### src/rtl/seq_pattern_tx.sv
// seq_pattern_tx: serialises a captured pattern MSB-first, repeated N times.
// Optional inter-frame zero gap when SEQ_TX_GAP_EN is defined.
//
// Ports:
//   clk, rst_n    clock, async active-low reset
//   start_valid   request in; start_ready high only while idle
//   pattern, len  frame bits and length (len clamped to PAT_W)
//   repeat_cnt    extra frame repetitions 0..15 ("repeat" is a keyword)
//   dout          serial bit, 0 whenever dout_valid is low
//   dout_valid    dout carries a bit this cycle
//   busy, done    request in progress / one-cycle completion pulse
module seq_pattern_tx #(
  parameter int PAT_W    = 8,
  parameter int LEN_W    = 4,
  parameter int GAP_BITS = 2
) (
  input  logic             clk,
  input  logic             rst_n,
  input  logic             start_valid,
  output logic             start_ready,
  input  logic [PAT_W-1:0] pattern,
  input  logic [LEN_W-1:0] len,
  input  logic [3:0]       repeat_cnt,
  output logic             dout,
  output logic             dout_valid,
  output logic             busy,
  output logic             done
);

  if (LEN_W < $clog2(PAT_W + 1)) begin : g_bad_len
    $error("LEN_W too narrow for PAT_W");
  end
  if (GAP_BITS < 1 || GAP_BITS > 15) begin : g_bad_gap
    $error("GAP_BITS out of range 1..15");
  end

`ifdef SEQ_TX_GAP_EN
  typedef enum logic [1:0] {
    IDLE, SHIFT, GAP, DONE
  } state_e;
`else
  typedef enum logic [1:0] {
    IDLE, SHIFT, DONE
  } state_e;
`endif

  state_e           state_q, state_d;
  // pat_q holds the frame left-aligned so the
  // next bit is always the MSB of a shift reg
  logic [PAT_W-1:0] pat_q, pat_d;
  logic [PAT_W-1:0] sh_q, sh_d;
  logic [LEN_W-1:0] len_q, len_d;
  logic [LEN_W-1:0] cnt_q, cnt_d;
  logic [3:0]       rep_q, rep_d;
  logic             dout_q, dout_d;
  logic             vld_q, vld_d;
`ifdef SEQ_TX_GAP_EN
  logic [3:0]       gap_q, gap_d;
`endif

  logic [LEN_W-1:0] len_c;
  logic [PAT_W-1:0] aligned;
  logic             load;

  always_comb begin
    state_d = state_q;
    pat_d   = pat_q;
    sh_d    = sh_q;
    len_d   = len_q;
    cnt_d   = cnt_q;
    rep_d   = rep_q;
    dout_d  = 1'b0;
    vld_d   = 1'b0;
    load    = 1'b0;
`ifdef SEQ_TX_GAP_EN
    gap_d   = gap_q;
`endif
    len_c = (len > LEN_W'(PAT_W)) ?
            LEN_W'(PAT_W) : len;
    aligned = pattern << (LEN_W'(PAT_W) - len_c);

    unique case (state_q)
      IDLE: begin
        if (start_valid) begin
          pat_d = aligned;
          len_d = len_c;
          rep_d = repeat_cnt;
          if (len_c == '0) begin
            state_d = DONE;
          end else begin
            state_d = SHIFT;
            dout_d  = aligned[PAT_W-1];
            vld_d   = 1'b1;
            sh_d    = aligned << 1;
            cnt_d   = len_c - 1'b1;
          end
        end
      end
      SHIFT: begin
        if (cnt_q != '0) begin
          dout_d = sh_q[PAT_W-1];
          vld_d  = 1'b1;
          sh_d   = sh_q << 1;
          cnt_d  = cnt_q - 1'b1;
        end else if (rep_q != '0) begin
          rep_d = rep_q - 1'b1;
`ifdef SEQ_TX_GAP_EN
          state_d = GAP;
          vld_d   = 1'b1;
          gap_d   = 4'(GAP_BITS - 1);
`else
          load = 1'b1;
`endif
        end else begin
          state_d = DONE;
        end
      end
`ifdef SEQ_TX_GAP_EN
      GAP: begin
        if (gap_q == '0) begin
          load = 1'b1;
        end else begin
          vld_d = 1'b1;
          gap_d = gap_q - 1'b1;
        end
      end
`endif
      DONE:    state_d = IDLE;
      default: state_d = IDLE;
    endcase

    // restart the captured frame from its MSB
    if (load) begin
      state_d = SHIFT;
      dout_d  = pat_q[PAT_W-1];
      vld_d   = 1'b1;
      sh_d    = pat_q << 1;
      cnt_d   = len_q - 1'b1;
    end
  end

  always_ff @(posedge clk or negedge rst_n) begin
    if (!rst_n) begin
      state_q <= IDLE;
      pat_q   <= '0;
      sh_q    <= '0;
      len_q   <= '0;
      cnt_q   <= '0;
      rep_q   <= '0;
      dout_q  <= 1'b0;
      vld_q   <= 1'b0;
`ifdef SEQ_TX_GAP_EN
      gap_q   <= '0;
`endif
    end else begin
      state_q <= state_d;
      pat_q   <= pat_d;
      sh_q    <= sh_d;
      len_q   <= len_d;
      cnt_q   <= cnt_d;
      rep_q   <= rep_d;
      dout_q  <= dout_d;
      vld_q   <= vld_d;
`ifdef SEQ_TX_GAP_EN
      gap_q   <= gap_d;
`endif
    end
  end

  assign start_ready = (state_q == IDLE);
  assign busy        = (state_q != IDLE);
  assign done        = (state_q == DONE);
  assign dout        = dout_q;
  assign dout_valid  = vld_q;

endmodule

### config.mk
export PLATFORM = sky130hd
export DESIGN_NAME = seq_pattern_tx
export DESIGN_NICKNAME = d
export VERILOG_FILES = /design/src/rtl/seq_pattern_tx.sv
export SDC_FILE = /design/constraint.sdc
export NUM_CORES = 1
export LEC_CHECK = 0
export BUFFER_PORTS_ARGS = -buffer_cell sky130_fd_sc_hd__buf_2
export CORE_ASPECT_RATIO = 1.4
export CORE_MARGIN = 10
export CORE_UTILIZATION = 45
export DETAILED_ROUTE_END_ITERATION = 12
export PLACE_DENSITY_LB_ADDON = 0.25
export SYNTH_ARGS = -nofsm -noshare
export SYNTH_HDL_FRONTEND = slang
export SYNTH_SLANG_ARGS = --single-unit
### constraint.sdc
create_clock -name clk -period 2.2 [get_ports clk]
set_input_delay 0.22 -clock clk [delete_from_list [all_inputs] [get_ports clk]]
set_output_delay 0.22 -clock clk [all_outputs]
set_load 0.02 [all_outputs]
==> flow_metrics.py <==
metrics = {
    "placement": {
        "gp_congestion": 0.796,
        "post_dp_cell_area_mm2": 0.00214,
        "hpwl_um": 3430,
        "portBuffers": 23,
    },
    "global_routing": {
        "gr-total-overflow": 0,
        "antenna_found_initial": 0,
        "grt_max_degree": 32,
        "grt.total_usage_pct": 13.3,
        "grt_pass1_wl_um": 7780,
        "grt_pass1_vias": 1634,
    },
    "synth": {
        "synthFlopType": "dfrtp_1",
        "syn_area_mm2": 0.00189,
        "yosys_warnings": 0,
        "avgSynthCellArea_um2": 9.42,
        "ys_types": 45,
        "yosys_register_bits": 31,
        "synth_nets": 223,
        "synthCells": 201,
        "yosysSeqAreaShare_pct": 41.0,
        "async_reset_ff_share_pct": 100,
        "synth_edf_count": 0,
    },
    "die": {
        "die_h_um": 96.7,
        "ios": 24,
        "initial_core_util_pct": 47.5,
        "rows": 27,
        "die_w_um": 74.8,
        "coreArea_mm2": 0.00399,
        "die-area_mm2": 0.00724,
    },
    "critical_path": {
        "worst_r2r_path_depth": 7,
        "r2r-start": "rep_q[1]$_DFFE_PN0P_",
        "reg2reg_setup_slack_ns": 0.07,
        "worstPathRequired_ns": 2.42,
        "r2r_end": "cnt_q[3]$_DFFE_PN0P_",
        "worstPathMaxFanout": 4,
        "crit_path_end_kind": "register",
        "cp_cell_sequence": "inv_2, ha_4, or3b_4, a311o_1, a21boi_4, or4_1, nand3_1",
        "arrival_ns": 2.36,
        "slowest_stage": "or4_1",
        "slowest_delay_ns": 0.52,
        "worstSetupPathType": "register to register",
        "worst_setup_path_start_kind": "register",
    },
    "drt": {
        "wl_um": 4580,
        "ant_nets": 0,
        "vias": 1645,
        "wire_per_inst_um": 16.2,
        "initialDrtViolationCount": 84,
        "drcViolationCount": 0,
        "viasPerCell": 5.83,
        "drtPass1Iterations": 4,
    },
    "worst_hold_path": {
        "holdCritPathClass": "input port to register",
        "min-delay-start": "repeat_cnt[0]",
        "worstHoldPathCells": 3,
        "holdPathEnd": "rep_q[0]$_DFFE_PN0P_",
    },
    "timing": {
        "worstMarginPinSlew_ns": 0.683,
        "finalHoldViolCount": 0,
        "min_period_over_period_pct": 97.0,
        "finalSetupViolations": 0,
        "drv_slew": 0,
        "layout_min_cycle_time_ns": 2.13,
        "relSlewSlack_pct": 54.5,
        "rsz0062_at_grt": "no",
        "fmax_mhz": 469,
        "fin_skew_ns": 0.00445,
    },
    "final_layout": {
        "nNetsFinal": 260,
        "diodes": 0,
        "layout-drive-gt1-share_pct": 31.4,
        "final_cell_area_mm2": 0.00228,
        "fin_util_pct": 57.2,
        "area_growth_pct": 20.4,
    },
    "clocking": {
        "cts_buffers": 5,
        "insertion_delay_ns": 0.29,
        "htreeDepth": 2,
        "cts_tree": "yes",
        "cts_max_path_buffers": 2,
        "cts.clk_slew.worst_paths_ns": 0.06,
        "cts_root_buffer": "clkbuf_8",
        "cts_sinks": 31,
    },
    "flow_run": {
        "drv_cap": 0,
    },
    "power_and_ir_drop": {
        "power_per_cell_area_mw_per_mm2": 1230,
        "p_leak_nw": 0.994,
        "ir_drop_v": 0.000409,
    },
    "run_status": {
        "status": "completed",
    },
}
cells in the mapped netlist (2+ instances only):
master	count	area [um^2]
nand2b_1	4	25.0
nor2b_1	6	37.5
nor3b_1	4	30.0
buf_6	2	22.5
nor2_1	15	56.3
nand2_1	18	67.6
mux4_2	3	67.6
or4_1	2	15.0
a22o_1	3	26.3
mux2i_1	7	70.1
nor3_1	3	15.0
ha_1	3	37.5
a22oi_1	5	37.5
o21ai_0	20	100
dfrtp_1	31	776
a211oi_1	2	15.0
inv_1	8	30.0
a311oi_1	2	17.5
a221o_1	2	20.0
nand3_1	7	35.0
a31oi_1	3	18.8
a21oi_1	11	55.1
a311o_1	2	20.0
mux2_2	6	67.6
a2111oi_0	3	26.3
o2bb2ai_1	2	17.5
clkbuf_1	8	30.0
or3b_1	2	17.5
cell families after synthesis:
kind of cell,Yosys count,synth area share [%]
and+or+nand+nor,69,19.1
adders and majority gates,3,1.98
buffers and inverters,21,5.22
muxes,16,10.8
AOI/OAI and AO/OA,61,21.9
DFF,31,41.0
layout make-up:
type / count / area [um^2]
Tap cell: 43 / 53.8
Timing Repair Buffer: 42 / 260
Clock buffer: 5 / 68.8
Multi-Input combinational cell: 149 / 1070
Sequential cell: 31 / 776
Fill cell: 385 / 1710
Inverter: 9 / 38.8
Clock inverter: 3 / 15.0
worst max-delay path: cells and delay by family, from the launching register on:
| kind | cells | cell delay [ns] |
|---|---|---|
| AOI/OAI and AO/OA | 2 | 0.42 |
| and+or+nand+nor | 3 | 1.02 |
| buffers and inverters | 1 | 0.09 |
| adders and majority gates | 1 | 0.15 |
| DFF | 1 | 0.39 |
state kept, by name, summed over array words and instances (netlist names):
| signal | count |
|---|---|
| cnt_q | 4 |
| dout | 1 |
| dout_valid | 1 |
| len_q | 4 |
| pat_q | 8 |
| rep_q | 4 |
| sh_q | 7 |
| state_q | 2 |
through the flow:
step	power (mW)	instances	worst slack [ns]	hold slack, ns	setup TNS (ns)
after CTS	2.73	279	0.000736	0.218	0
after global placement	2.25	270	0.0360	0.304	0
final	2.80	282	0.0662	0.205	0
after global routing	3.05	282	0.00186	0.225	0
after floorplan	1.91	201	0.0285	-0.0756	0
after detailed placement	2.28	270	-0.0327	0.302	-0.0327
worst max-delay path by stage:
stage | from | endpoint | slack (ns) | cells past startpoint
floorplan | rep_q[0]$_DFFE_PN0P_ | cnt_q[3]$_DFFE_PN0P_ | 0.03 | 8
global placement | rep_q[1]$_DFFE_PN0P_ | cnt_q[3]$_DFFE_PN0P_ | 0.04 | 7
detailed placement | rep_q[1]$_DFFE_PN0P_ | cnt_q[3]$_DFFE_PN0P_ | -0.03 | 7
CTS | rep_q[1]$_DFFE_PN0P_ | cnt_q[3]$_DFFE_PN0P_ | 0.0007 | 7
global route | rep_q[1]$_DFFE_PN0P_ | cnt_q[3]$_DFFE_PN0P_ | 0.002 | 7
finish | rep_q[1]$_DFFE_PN0P_ | cnt_q[3]$_DFFE_PN0P_ | 0.07 | 7
cell usage in the layout (no fill, tap or decap), types with 2 or more instances in the layout:
cell / count
dfrtp_1: 31
buf_2: 23
o21ai_0: 20
nand2_1: 18
buf_4: 18
nor2_1: 15
a21oi_1: 11
mux2i_1: 7
nand3_1: 7
mux2_2: 6
nor2b_1: 5
a22oi_1: 5
clkbuf_8: 5
nand2b_1: 4
inv_1: 4
nor3b_1: 4
inv_2: 3
nor3_1: 3
mux4_2: 3
a2111oi_0: 3
a31oi_1: 3
a22o_1: 3
clkinv_2: 3
inv_4: 2
a311o_1: 2
or4_1: 2
o2bb2ai_1: 2
a211oi_1: 2
a221o_1: 2
ha_4: 2
what timing repair did:
item / CTS / global route
buffers inserted: 0 / 3
pin swaps: 2 / 2
hold endpoints to repair: 24 / 0
setup endpoints to repair: 1 / 1
hold buffers: 1 / 0
gates resized for setup: 3 / 3
gates cloned: 0 / 0
power breakdown:
group / total (mW) / internal [mW] / leakage [nW] / switching, mW
registers: 1.02 / 0.827 / 0.384 / 0.190
clock network: 0.433 / 0.216 / 0.0477 / 0.217
logic: 1.35 / 0.639 / 0.563 / 0.709
total: 2.80 / 1.68 / 0.994 / 1.12
layer usage:
layer  GRT usage [%]  up-vias  part of all wire (%)
met3            3.57        9                   5.1
met4            6.10        0                   2.3
met2            22.1       38                    51
met1            15.1      781                    41
met5               0        -                     0
li1                -      817                     -
Power figures use the tool's default switching activity.
